**config.mk**
```make
export PLATFORM = sky130hd
export DESIGN_NAME = socket_reader
export DESIGN_NICKNAME = d
export VERILOG_FILES = /design/src/rtl/socket_pkg.sv /design/src/rtl/socket_rd_buf.sv /design/src/rtl/socket_reader.sv
export SDC_FILE = /design/constraint.sdc
export NUM_CORES = 1
export LEC_CHECK = 0
export ABC_CLOCK_PERIOD_IN_PS = 2250
export BUFFER_PORTS_ARGS = -buffer_cell sky130_fd_sc_hd__buf_2
export CELL_PAD_IN_SITES_DETAIL_PLACEMENT = 1
export CELL_PAD_IN_SITES_GLOBAL_PLACEMENT = 1
export CORE_MARGIN = 5
export CORE_UTILIZATION = 41
export CTS_BUF_LIST = sky130_fd_sc_hd__clkbuf_8
export DETAILED_ROUTE_END_ITERATION = 16
export GPL_TIMING_DRIVEN = 0
export PLACE_DENSITY_LB_ADDON = 0.1
export RECOVER_POWER = 100
export SLEW_MARGIN = 20
export SYNTH_ARGS = -nofsm -noshare
export SYNTH_HDL_FRONTEND = slang
export SYNTH_SLANG_ARGS = --single-unit
```
**constraint.sdc**
```tcl
create_clock -name i_clk -period 2.25 [get_ports i_clk]
set_clock_uncertainty 0.15 [all_clocks]
set_input_delay 0.1125 -clock i_clk [delete_from_list [all_inputs] [get_ports i_clk]]
set_output_delay 0.1125 -clock i_clk [all_outputs]
set_load 0.1 [all_outputs]
```
**src/rtl/socket_pkg.sv**
```systemverilog
// Shared constants and width helper for socket producers/consumers.
package socket_pkg;

  localparam int unsigned BUF_DEPTH = 3;

  // Bits needed to hold any value in 0..max_val (never less than 1).
  function automatic int unsigned cnt_width(input int unsigned max_val);
    return (max_val < 2) ? 1 : $clog2(max_val + 1);
  endfunction

  localparam int unsigned OCC_W = cnt_width(BUF_DEPTH);

endpackage

```
**src/rtl/socket_rd_buf.sv**
```systemverilog
// Small shift-register FIFO; head is always entry 0 so it comes straight from a flop.
module socket_rd_buf
  import socket_pkg::*;
#(
  parameter int unsigned DATA_WIDTH = 8
) (
  input  logic                  clk,
  input  logic                  rst_n,
  input  logic                  push,
  input  logic [DATA_WIDTH-1:0] din,
  input  logic                  pop,
  output logic [DATA_WIDTH-1:0] head,
  output logic [OCC_W-1:0]      occ
);

  logic [DATA_WIDTH-1:0] mem   [BUF_DEPTH];
  logic [DATA_WIDTH-1:0] mem_d [BUF_DEPTH];
  logic [OCC_W-1:0]      occ_d;
  logic                  push_ok;
  logic                  pop_ok;

  // A push against a full buffer is dropped even if a pop happens in the same cycle.
  assign push_ok = push & (occ < OCC_W'(BUF_DEPTH));
  assign pop_ok  = pop & (occ != '0);

  always_comb begin
    mem_d = mem;
    occ_d = occ;
    if (pop_ok) begin
      for (int i = 0; i < BUF_DEPTH - 1; i++) begin
        mem_d[i] = mem[i + 1];
      end
      occ_d = occ - OCC_W'(1);
    end
    if (push_ok) begin
      mem_d[occ_d] = din;
      occ_d        = occ_d + OCC_W'(1);
    end
  end

  always_ff @(posedge clk or negedge rst_n) begin
    if (!rst_n) begin
      for (int i = 0; i < BUF_DEPTH; i++) begin
        mem[i] <= '0;
      end
      occ <= '0;
    end else begin
      mem <= mem_d;
      occ <= occ_d;
    end
  end

  assign head = mem[0];

endmodule

```
**src/rtl/socket_reader.sv**
```systemverilog
// Drains a socket FIFO into a valid/ready stream with sof/eof framing and a frame counter.
module socket_reader
  import socket_pkg::*;
#(
  parameter int unsigned DATA_WIDTH = 8,
  parameter int unsigned FRAME_LEN  = 16,
  parameter int unsigned CNT_W      = 16
) (
  input  logic                  i_clk,
  input  logic                  i_rst_n,
  input  logic                  i_enable,
  input  logic [DATA_WIDTH-1:0] i_sock_data,
  input  logic                  i_sock_dv,
  input  logic                  i_sock_empty,
  output logic                  o_sock_rd_en,
  output logic [DATA_WIDTH-1:0] o_data,
  output logic                  o_valid,
  input  logic                  i_ready,
  output logic                  o_sof,
  output logic                  o_eof,
  output logic [CNT_W-1:0]      o_frame_cnt,
  output logic                  o_err
);

  localparam int unsigned       BEAT_W    = cnt_width(FRAME_LEN - 1);
  localparam int unsigned       SUM_W     = OCC_W + 1;
  localparam logic [BEAT_W-1:0] LAST_BEAT = BEAT_W'(FRAME_LEN - 1);

  logic              live_q;
  logic              inflight_q;
  logic              err_q;
  logic [BEAT_W-1:0] beat_q;
  logic [CNT_W-1:0]  frame_q;
  logic [OCC_W-1:0]  occ;
  logic              hs;

  socket_rd_buf #(
    .DATA_WIDTH(DATA_WIDTH)
  ) u_buf (
    .clk  (i_clk),
    .rst_n(i_rst_n),
    .push (i_sock_dv),
    .din  (i_sock_data),
    .pop  (hs),
    .head (o_data),
    .occ  (occ)
  );

  // Reads are credited against buffered plus in-flight words; live_q keeps rd_en low in reset.
  assign o_sock_rd_en = live_q & i_enable & ~i_sock_empty
                      & ((SUM_W'(occ) + SUM_W'(inflight_q)) < SUM_W'(BUF_DEPTH));

  assign o_valid     = (occ != '0);
  assign hs          = o_valid & i_ready;
  assign o_sof       = o_valid & (beat_q == '0);
  assign o_eof       = o_valid & (beat_q == LAST_BEAT);
  assign o_frame_cnt = frame_q;
  assign o_err       = err_q;

  always_ff @(posedge i_clk or negedge i_rst_n) begin
    if (!i_rst_n) begin
      live_q     <= 1'b0;
      inflight_q <= 1'b0;
      err_q      <= 1'b0;
      beat_q     <= '0;
      frame_q    <= '0;
    end else begin
      live_q     <= 1'b1;
      inflight_q <= o_sock_rd_en;
      if (i_sock_dv && !inflight_q) begin
        err_q <= 1'b1;
      end
      if (hs) begin
        if (o_eof) begin
          beat_q  <= '0;
          frame_q <= frame_q + CNT_W'(1);
        end else begin
          beat_q <= beat_q + BEAT_W'(1);
        end
      end
    end
  end

endmodule

```
# ---- After elaboration in Yosys (flattened, before gate mapping)
# Index checks and enable logic that the tools add are counted.
dict set report op_classes {
  addsub 5
  mux 8
  n_eq_ne 1
  reduce_logical 6
  bitwise 10
  order_cmp 4
}
# op n
set ops {}
lappend ops {{$bwmux W24} 1}
lappend ops {{$mux W24} 1}
lappend ops {{$add A16 B1 Y16 const B} 1}
lappend ops {{$demux W8 S2} 1}
lappend ops {{$mux W16} 1}
lappend ops {{$and A1 B1 Y1} 8}
lappend ops {{$mux W8} 1}
lappend ops {{$add A4 B1 Y4 const B} 1}
lappend ops {{$eq A4 B4 Y1 const B} 1}
lappend ops {{$logic_not A4 Y1} 1}
lappend ops {{$mux W2} 2}
lappend ops {{$mux W4} 1}
lappend ops {{$add A2 B1 Y3} 1}
lappend ops {{$ge A3 B3 Y1 const B} 1}
lappend ops {{$lt A3 B1 Y1 const B} 1}
lappend ops {{$lt A3 B2 Y1 const B} 1}
lappend ops {{$not A2 Y3} 1}
lappend ops {{$add A2 B1 Y2 const B} 1}
lappend ops {{$logic_and A1 B1 Y1} 2}
lappend ops {{$lt A2 B2 Y1 const B} 1}
lappend ops {{$reduce_and A2 Y1} 1}
lappend ops {{$reduce_bool A2 Y1} 1}
lappend ops {{$sub A2 B1 Y2 const B} 1}
lappend ops {{$logic_not A1 Y1} 1}
lappend ops {{$not A1 Y1} 1}
dict set report word_totals {
  input_bits 14
  elab_cells 43
  reg_bits 49
}

# ---- Depth between registers and ports, before layout
# Gate-level depths: netlist (run 1).
dict set report depth {
  depth_word 11
  depth_mapped 13
  ltp_nobuf 10
}

# ---- Cells and area by module
# From an unflattened synthesis (run 1), not the netlist that was laid out.
dict set report hier_totals {
  hier_cells 276
  area_unflattened_um2 2760.1
}
# module area_each_um2 cells_per_inst n_inst seq_area_each_um2
set modules_own_cells {}
lappend modules_own_cells {socket_rd_buf 1674.1 185 1 650.6}
lappend modules_own_cells {socket_reader 1086.0 91 1 575.6}

# ---- Worst setup path before layout (run 1)
# Ideal clock, no wire load.
dict set report synth_path {
  path_kind {flip-flop to flip-flop}
  startpoint {register u_buf.occ[0]}
  endpoint {register inflight_q}
  arrival_time_ns 5.651
  path_slack_ns -4.158
  setup_ns 0.606
  path_stages_with_launch 4
  cell_sequence {dfrtp_1 > ha_1 > ha_1 > a2111oi_0}
}
dict set report synth_between {
  elab_chain_len 3
}
# item line
set synth_rtl {}
lappend synth_rtl {{from (decl)} socket_rd_buf.sv:13} ;# output logic [OCC_W-1:0] occ
lappend synth_rtl {{from (signal assigned)} socket_rd_buf.sv:46} ;# occ <= '0;
lappend synth_rtl {{from (signal assigned)} socket_rd_buf.sv:49} ;# occ <= occ_d;
lappend synth_rtl {{$add A2 B1 Y3} socket_reader.sv:51} ;# & ((SUM_W'(occ) + SUM_W'(inflight_q)) < SUM_W'(BUF_DEPTH));
lappend synth_rtl {{$lt A3 B2 Y1} socket_reader.sv:51}
lappend synth_rtl {{$and A1 B1 Y1} socket_reader.sv:51}
lappend synth_rtl {{named net o_sock_rd_en} socket_reader.sv:15} ;# output logic o_sock_rd_en,
lappend synth_rtl {{to (signal assigned)} socket_reader.sv:69} ;# inflight_q <= o_sock_rd_en;
lappend synth_rtl {{to (decl)} socket_reader.sv:30} ;# logic inflight_q;
# The timed path passes the listed nets, and every way through them passes these cells.
# A chain may end at the register's enable or synchronous reset.

# ---- Worst setup path in the final report (run 1)
dict set report layout_path {
  startpoint {register u_buf.occ[0]}
  endpoint {output port o_sock_rd_en}
}
dict set report layout_between {
  elab_chain_len 3
}
# item line
set layout_rtl {}
lappend layout_rtl {{$add A2 B1 Y3} socket_reader.sv:51}
lappend layout_rtl {{$lt A3 B2 Y1} socket_reader.sv:51}
lappend layout_rtl {{$and A1 B1 Y1} socket_reader.sv:51}
lappend layout_rtl {{to (decl)} socket_reader.sv:15}
# No other way between the ends.

==> metrics, run 1 <==
largest net degree at the start of global routing=50; CTS H-tree lvls=2; slowest CP cell=dfrtp_2; maximum clock insertion buffer count=2; antenna viol nets, final=0; Max Freq=around 460 MHz; cell area after synthesis=2370 µm²; status=finished, final reports clean; Setup TNS Final=0 ns; die area=between 7000 and 8000 µm²; Slew Viols, Final=0; Synth Register Bits=a little under 50; Num Clock Sinks=49; most common cell after layout, fill and taps aside=dfrtp_1; Clk Latency, worst-skew pair=~0.3 ns; vias in the first global route=1867; Synth Flop Type=dfrtp_1; Async S/R FF share, synth=100%; Ant. Diodes=0; Syn Inst Count=around 210; worst setup path class=flip-flop to output pin; final WL=~5300 µm; layout cells sized above 1=between 30% and 40%; hold slack=about 0.065 ns; maxcap violations=0; IO Port Bufs=42; Post-synth EDFFs=0; WP buf/inv=2; Remaining DRCs=0; PD cells=between 1000 and 1500 nW/µm²; Post-Syn Nets=roughly 240; Pre-antenna DRT Iters=4; grt ovf=0; cells along the critical path=buf_4 -> ha_2 -> ha_4 -> a2111oi_4 -> buf_4; dpl hpwl=about 3600 µm; DR iter-0 viols=60; critical path's top delay family=buffers and inverters; CTS buffer count=5; # setup viols final=0; Distinct cells, synth=35; Crit path largest cell delay=~0.42 ns; most frequent cells in the layout=dfrtp_1, buf_2, nand2_1; average wire per standard cell=15.2 µm; Rel. slew slack=between 10% and 20%; pre-CTS WS=-0.466 ns; Die Y=86.1 µm; first-pass GRT wire length=roughly 9000 µm; min-delay worst type=input pin to flip-flop; gr usage total=between 10% and 20%; final instance area=3080 µm²; RePlAce Congestion=slightly above 0.7; final hold vios=0; Worst Tran Pin Value=~1.2 ns; Die Width=86.1 µm; vias=approximately 1700; CP most frequent cell=buf_4; leakage power=~1.5 nW; initial antenna violation count=0; PnR Total Power=around 0.0043 W; row cnt=27; Crit. End Element=output pin; CP max FO=2; worst vdd ir=~0.81 mV; Syn-to-layout area delta=29.9%; Worst setup SP type=flip-flop; Critical Path AT=1.89 ns; Crit path required time=between 1.5 and 2 ns; Final Cycle Share=between 90% and 100%; Synth Area per Inst=about 11 µm²; Root Driver=clkbuf_8; TritonCTS clock tree=yes; Core Region=5570 µm²; # IOs=43; minimum clock period=between 2 and 2.5 ns; DP Area=about 2700 µm²; clock slew at reported path FFs=around 0.09 ns; via/cell ratio=4.97; final net count=a little over 300; setup slack after layout=around 0.097 ns; initial core utilization=42.6%; Syn. warnings=0; post-synthesis sequential area ratio=between 50% and 60%
## where the power goes
part,total [W],leakage (nW),internal [W],switching [W]
clock network,0.000651,0.0626,0.000358,0.000293
logic,0.00224,0.854,0.000817,0.00142
registers,0.00138,0.619,0.00118,0.000203
## final cells by class
cell class | count | area [µm²]
sequential | 49 | 1230
multi-input combinational | 138 | 1110
fill | 613 | 2490
buffer | 14 | 124
clock inverter | 2 | 33.8
clock buffer | 6 | 82.6
tap | 72 | 90.1
timing repair buffer | 60 | 377
inverter | 9 | 33.8
## metal layers
layer	up-vias	wire, µm	track usage [%]
li1	836	-	-
met1	862	2370	19.3
met2	36	2650	26.3
met3	6	242	3.36
met4	0	61	5.47
met5	-	0	0
## logic make-up (layout without fill, tap and decap cells)
kind of cell | after synthesis | in the layout | synth area share (%)
DFF | 49 | 49 | 51.7
xor gates and xnor gates | 18 | 18 | 6.65
and+or+nand+nor | 58 | 58 | 13.2
adders and majority gates | 11 | 11 | 5.80
AOI/OAI and AO/OA | 24 | 24 | 5.49
muxes | 26 | 26 | 11.5
other | 1 | 1 | 0.158
buffers and inverters | 24 | 91 | 5.54
## Yosys cell counts, drive strengths merged, types with 5 or more instances
cell	instances	share of area, %
nand2	27	4.3
and3	5	1.3
xor2	7	2.6
inv	9	1.4
dfrtp	49	52
mux2i	16	6.8
buf	13	3.8
xnor2	11	4.1
nand3	7	1.5
o21ai	20	4.2
mux2	10	4.7
ha	11	5.8
## repair_timing
action	CTS	global route
hold buffers	12	0
resized for setup	13	12
buffers inserted	5	1
endpoints found under the hold margin	75	0
endpoints found under the setup margin	25	24
pin swaps	0	1
## worst min-delay path, stage by stage
cell and delay [ns]:
buf_2 0.13, nand3b_1 0.15, xnor2_1 0.08
## through the flow
stage | cells | utilization, %
finish | 350 | 55.3
floorplan | 211 | -
global route | 350 | 55.3
detailed placement | 325 | 48.9
global placement | 325 | 48.8
CTS | 349 | 54.6
## final timing paths
check                                             endpoint                    from  depth (start not counted)  slack [ns]
max in group asynchronous           u_buf.occ[0]$_DFF_PN0_                 i_rst_n                          2        0.68
min in group asynchronous       o_frame_cnt[6]$_DFFE_PN0P_                 i_rst_n                          2        0.45
worst max-delay path                          o_sock_rd_en  u_buf.occ[0]$_DFF_PN0_                          5         0.1
worst max register to register     u_buf.head[0]$_DFF_PN0_  u_buf.occ[0]$_DFF_PN0_                         13        0.13
worst min-delay path                 beat_q[2]$_DFFE_PN0P_                 i_ready                          3        0.07
worst min register to register           o_err$_DFFE_PN0P_       o_err$_DFFE_PN0P_                          1        0.32
Note: power is estimated with default switching activity, not from simulation.
==> run 2, diff against run 1 <==
--- a/config.mk
+++ b/config.mk
@@ -5,17 +5,18 @@
 export SDC_FILE = /design/constraint.sdc
 export NUM_CORES = 1
 export LEC_CHECK = 0
-export ABC_CLOCK_PERIOD_IN_PS = 2250
+export ABC_CLOCK_PERIOD_IN_PS = 2340
 export BUFFER_PORTS_ARGS = -buffer_cell sky130_fd_sc_hd__buf_2
 export CELL_PAD_IN_SITES_DETAIL_PLACEMENT = 1
 export CELL_PAD_IN_SITES_GLOBAL_PLACEMENT = 1
 export CORE_MARGIN = 5
-export CORE_UTILIZATION = 41
+export CORE_UTILIZATION = 45
 export CTS_BUF_LIST = sky130_fd_sc_hd__clkbuf_8
 export DETAILED_ROUTE_END_ITERATION = 16
 export GPL_TIMING_DRIVEN = 0
 export PLACE_DENSITY_LB_ADDON = 0.1
 export RECOVER_POWER = 100
+export REMOVE_ABC_BUFFERS = 1
 export SLEW_MARGIN = 20
 export SYNTH_ARGS = -nofsm -noshare
 export SYNTH_HDL_FRONTEND = slang
==> constraint.sdc (replaced) <==
create_clock -name i_clk -period 2.34 [get_ports i_clk]
set_clock_uncertainty 0.15 [all_clocks]
set_input_delay 0.117 -clock i_clk [delete_from_list [all_inputs] [get_ports i_clk]]
set_output_delay 0.117 -clock i_clk [all_outputs]
set_load 0.1 [all_outputs]
==> run 2 against run 1 <==
Combinational power shrank 20%. Global-route usage grew 0.89 points. Sequential share of layout area grew 3.6 points. Final cell count shrank 5.4%. Worst setup slack lost 0.0042 ns. Core utilization is essentially flat. Sequential power shrank 4%. First-iteration DRC count shrank 38%. Routed wire length shrank 8.8%. Flip-flop and latch count is the same. Non-clock buffer count shrank 17. Register-to-register slack is essentially flat. Highest routed layer unchanged.
==> metrics, run 2 (synthesis gave the netlist of run 1 again) <==
footprint of the multi-input gates=1050 µm²; Fillers=between 500 and 600; Worst Tran Pin Value=approximately 1.2 ns; CP most frequent cell=ha_1; Num Clock Sinks=49; DR iter-0 viols=37; gr usage total=16.4%; Die Width=between 80 and 90 µm; # setup viols final=0; Clk Latency, worst-skew pair=approximately 0.3 ns; largest net degree at the start of global routing=50; hold slack=roughly 0.12 ns; die area=approximately 7000 µm²; Rel. slew slack=a little under a fifth; Critical Path AT=between 1.5 and 2 ns; setup slack after layout=0.0931 ns; Slew Viols, Final=0; Core Region=5110 µm²; final WL=slightly below 5000 µm; Ant. Diodes=0; maximum clock insertion buffer count=2; Max Freq=445 MHz; TritonCTS clock tree=yes; antenna viol nets, final=0; final net count=~290; row cnt=26; Die Y=~83 µm; Util after Layout=a little under three fifths; Seq. cell area=~1200 µm²; dpl hpwl=about 3400 µm; unrepaired setup endpoints after global routing=false; Crit path largest cell delay=approximately 0.47 ns; vias in the first global route=1882; vias=1661; clock slew at reported path FFs=0.09 ns; fin cells=around 330; min-delay worst type=input pin to flip-flop; Cells after DPL=a little over 300; first-pass GRT wire length=approximately 8600 µm; Remaining DRCs=0; Worst setup SP type=flip-flop; average wire per standard cell=14.7 µm; DP Area=between 2000 and 3000 µm²; Pre-antenna DRT Iters=4; PD cells=between 1000 and 1500 nW/µm²; IO Port Bufs=42; leakage power=about 1.3 nW; minimum clock period=about 2.2 ns; worst vdd ir=0.683 mV; critical path's top delay family=adder cells; Crit. End Element=output pin; initial antenna violation count=0; Final Cycle Share=a little over nine tenths; Syn-to-layout area delta=19.0%; RePlAce Congestion=between 0.6 and 0.7; initial core utilization=a little under half; most frequent cells in the layout=dfrtp_1, clkbuf_1, nand2_1; via/cell ratio=5.02; layout cells sized above 1=a little under a fifth; cells along the critical path=ha_1 -> ha_1 -> a2111oi_2 -> buf_6; maxcap violations=0; grt ovf=0; WP buf/inv=1; worst setup path class=flip-flop to output pin; final instance area=approximately 2800 µm²; CP max FO=4; CTS H-tree lvls=2; status=finished, final reports clean; final hold vios=0; pre-CTS WS=-0.618 ns; Root Driver=clkbuf_8; CTS buffer count=5; most common cell after layout, fill and taps aside=dfrtp_1; Crit path required time=2.07 ns; slowest CP cell=dfrtp_2; # IOs=43
[run 2: changes by cell type in the layout (fill, tap and decap cells not counted), moves of 3 or more]
cell      delta
buf_4       -15
ha_1         +3
buf_2       -27
clkbuf_1    +26
buf_6        -4
[run 2: through the flow]
step           TNS (ns)  total power [W]
2_1_floorplan    -21.60          0.00267
3_3_place_gp     -32.72          0.00298
3_5_place_dp     -10.23          0.00305
4_1_cts               0          0.00367
5_1_grt               0          0.00393
6_report              0          0.00365
[run 2: cell type report]
class,instances,area share (%)
flip-flops and latches,49,43.5
multi-input cells,138,37.1
repair buffers,57,11.7
well taps,70,3.10
clock buffers,6,2.93
inverters,9,1.20
clock inverters,2,0.488
[run 2: where the power goes]
group,switching [W],total [W],leakage [nW],internal (W)
clock network,0.000288,0.000529,0.0512,0.000240
registers,0.000202,0.00133,0.621,0.00113
logic,0.00125,0.00179,0.659,0.000538
total,0.00174,0.00365,1.33,0.00191
[run 2: worst register-to-register path, cell delays in order (launching register included)]
cell and delay, ns:
dfrtp_2 0.47, ha_1 0.20, ha_1 0.28, a2111oi_2 0.44
dlygate4sd3_1 0.61
[run 2: path summary, 6_finish.rpt]
path / from / to / slack (ns) / cells after the start
max in group asynchronous: i_rst_n / u_buf.occ[0]$_DFF_PN0_ / 0.75 / 2
min in group asynchronous: i_rst_n / o_frame_cnt[7]$_DFFE_PN0P_ / 0.45 / 2
hold reg to reg: o_err$_DFFE_PN0P_ / o_err$_DFFE_PN0P_ / 0.31 / 1
setup / recovery: u_buf.occ[0]$_DFF_PN0_ / o_sock_rd_en / 0.09 / 4
setup reg to reg: u_buf.occ[0]$_DFF_PN0_ / inflight_q$_DFF_PN0_ / 0.13 / 4
hold / removal: i_ready / beat_q[2]$_DFFE_PN0P_ / 0.12 / 3
[run 2: routing by layer]
metal	GRT usage (%)	routed length, µm
met5	0	0
met4	3.92	54
met3	3.58	233
met2	30.6	2500
met1	18.9	2060
[run 2: what timing repair did]
| action | in CTS | in global routing |
|---|---|---|
| endpoints found under the hold margin | 75 | 0 |
| setup endpoints to repair | 26 | 27 |
| setup buffers | 1 | 1 |
| hold buffers | 12 | 0 |
| resized for setup | 12 | 5 |
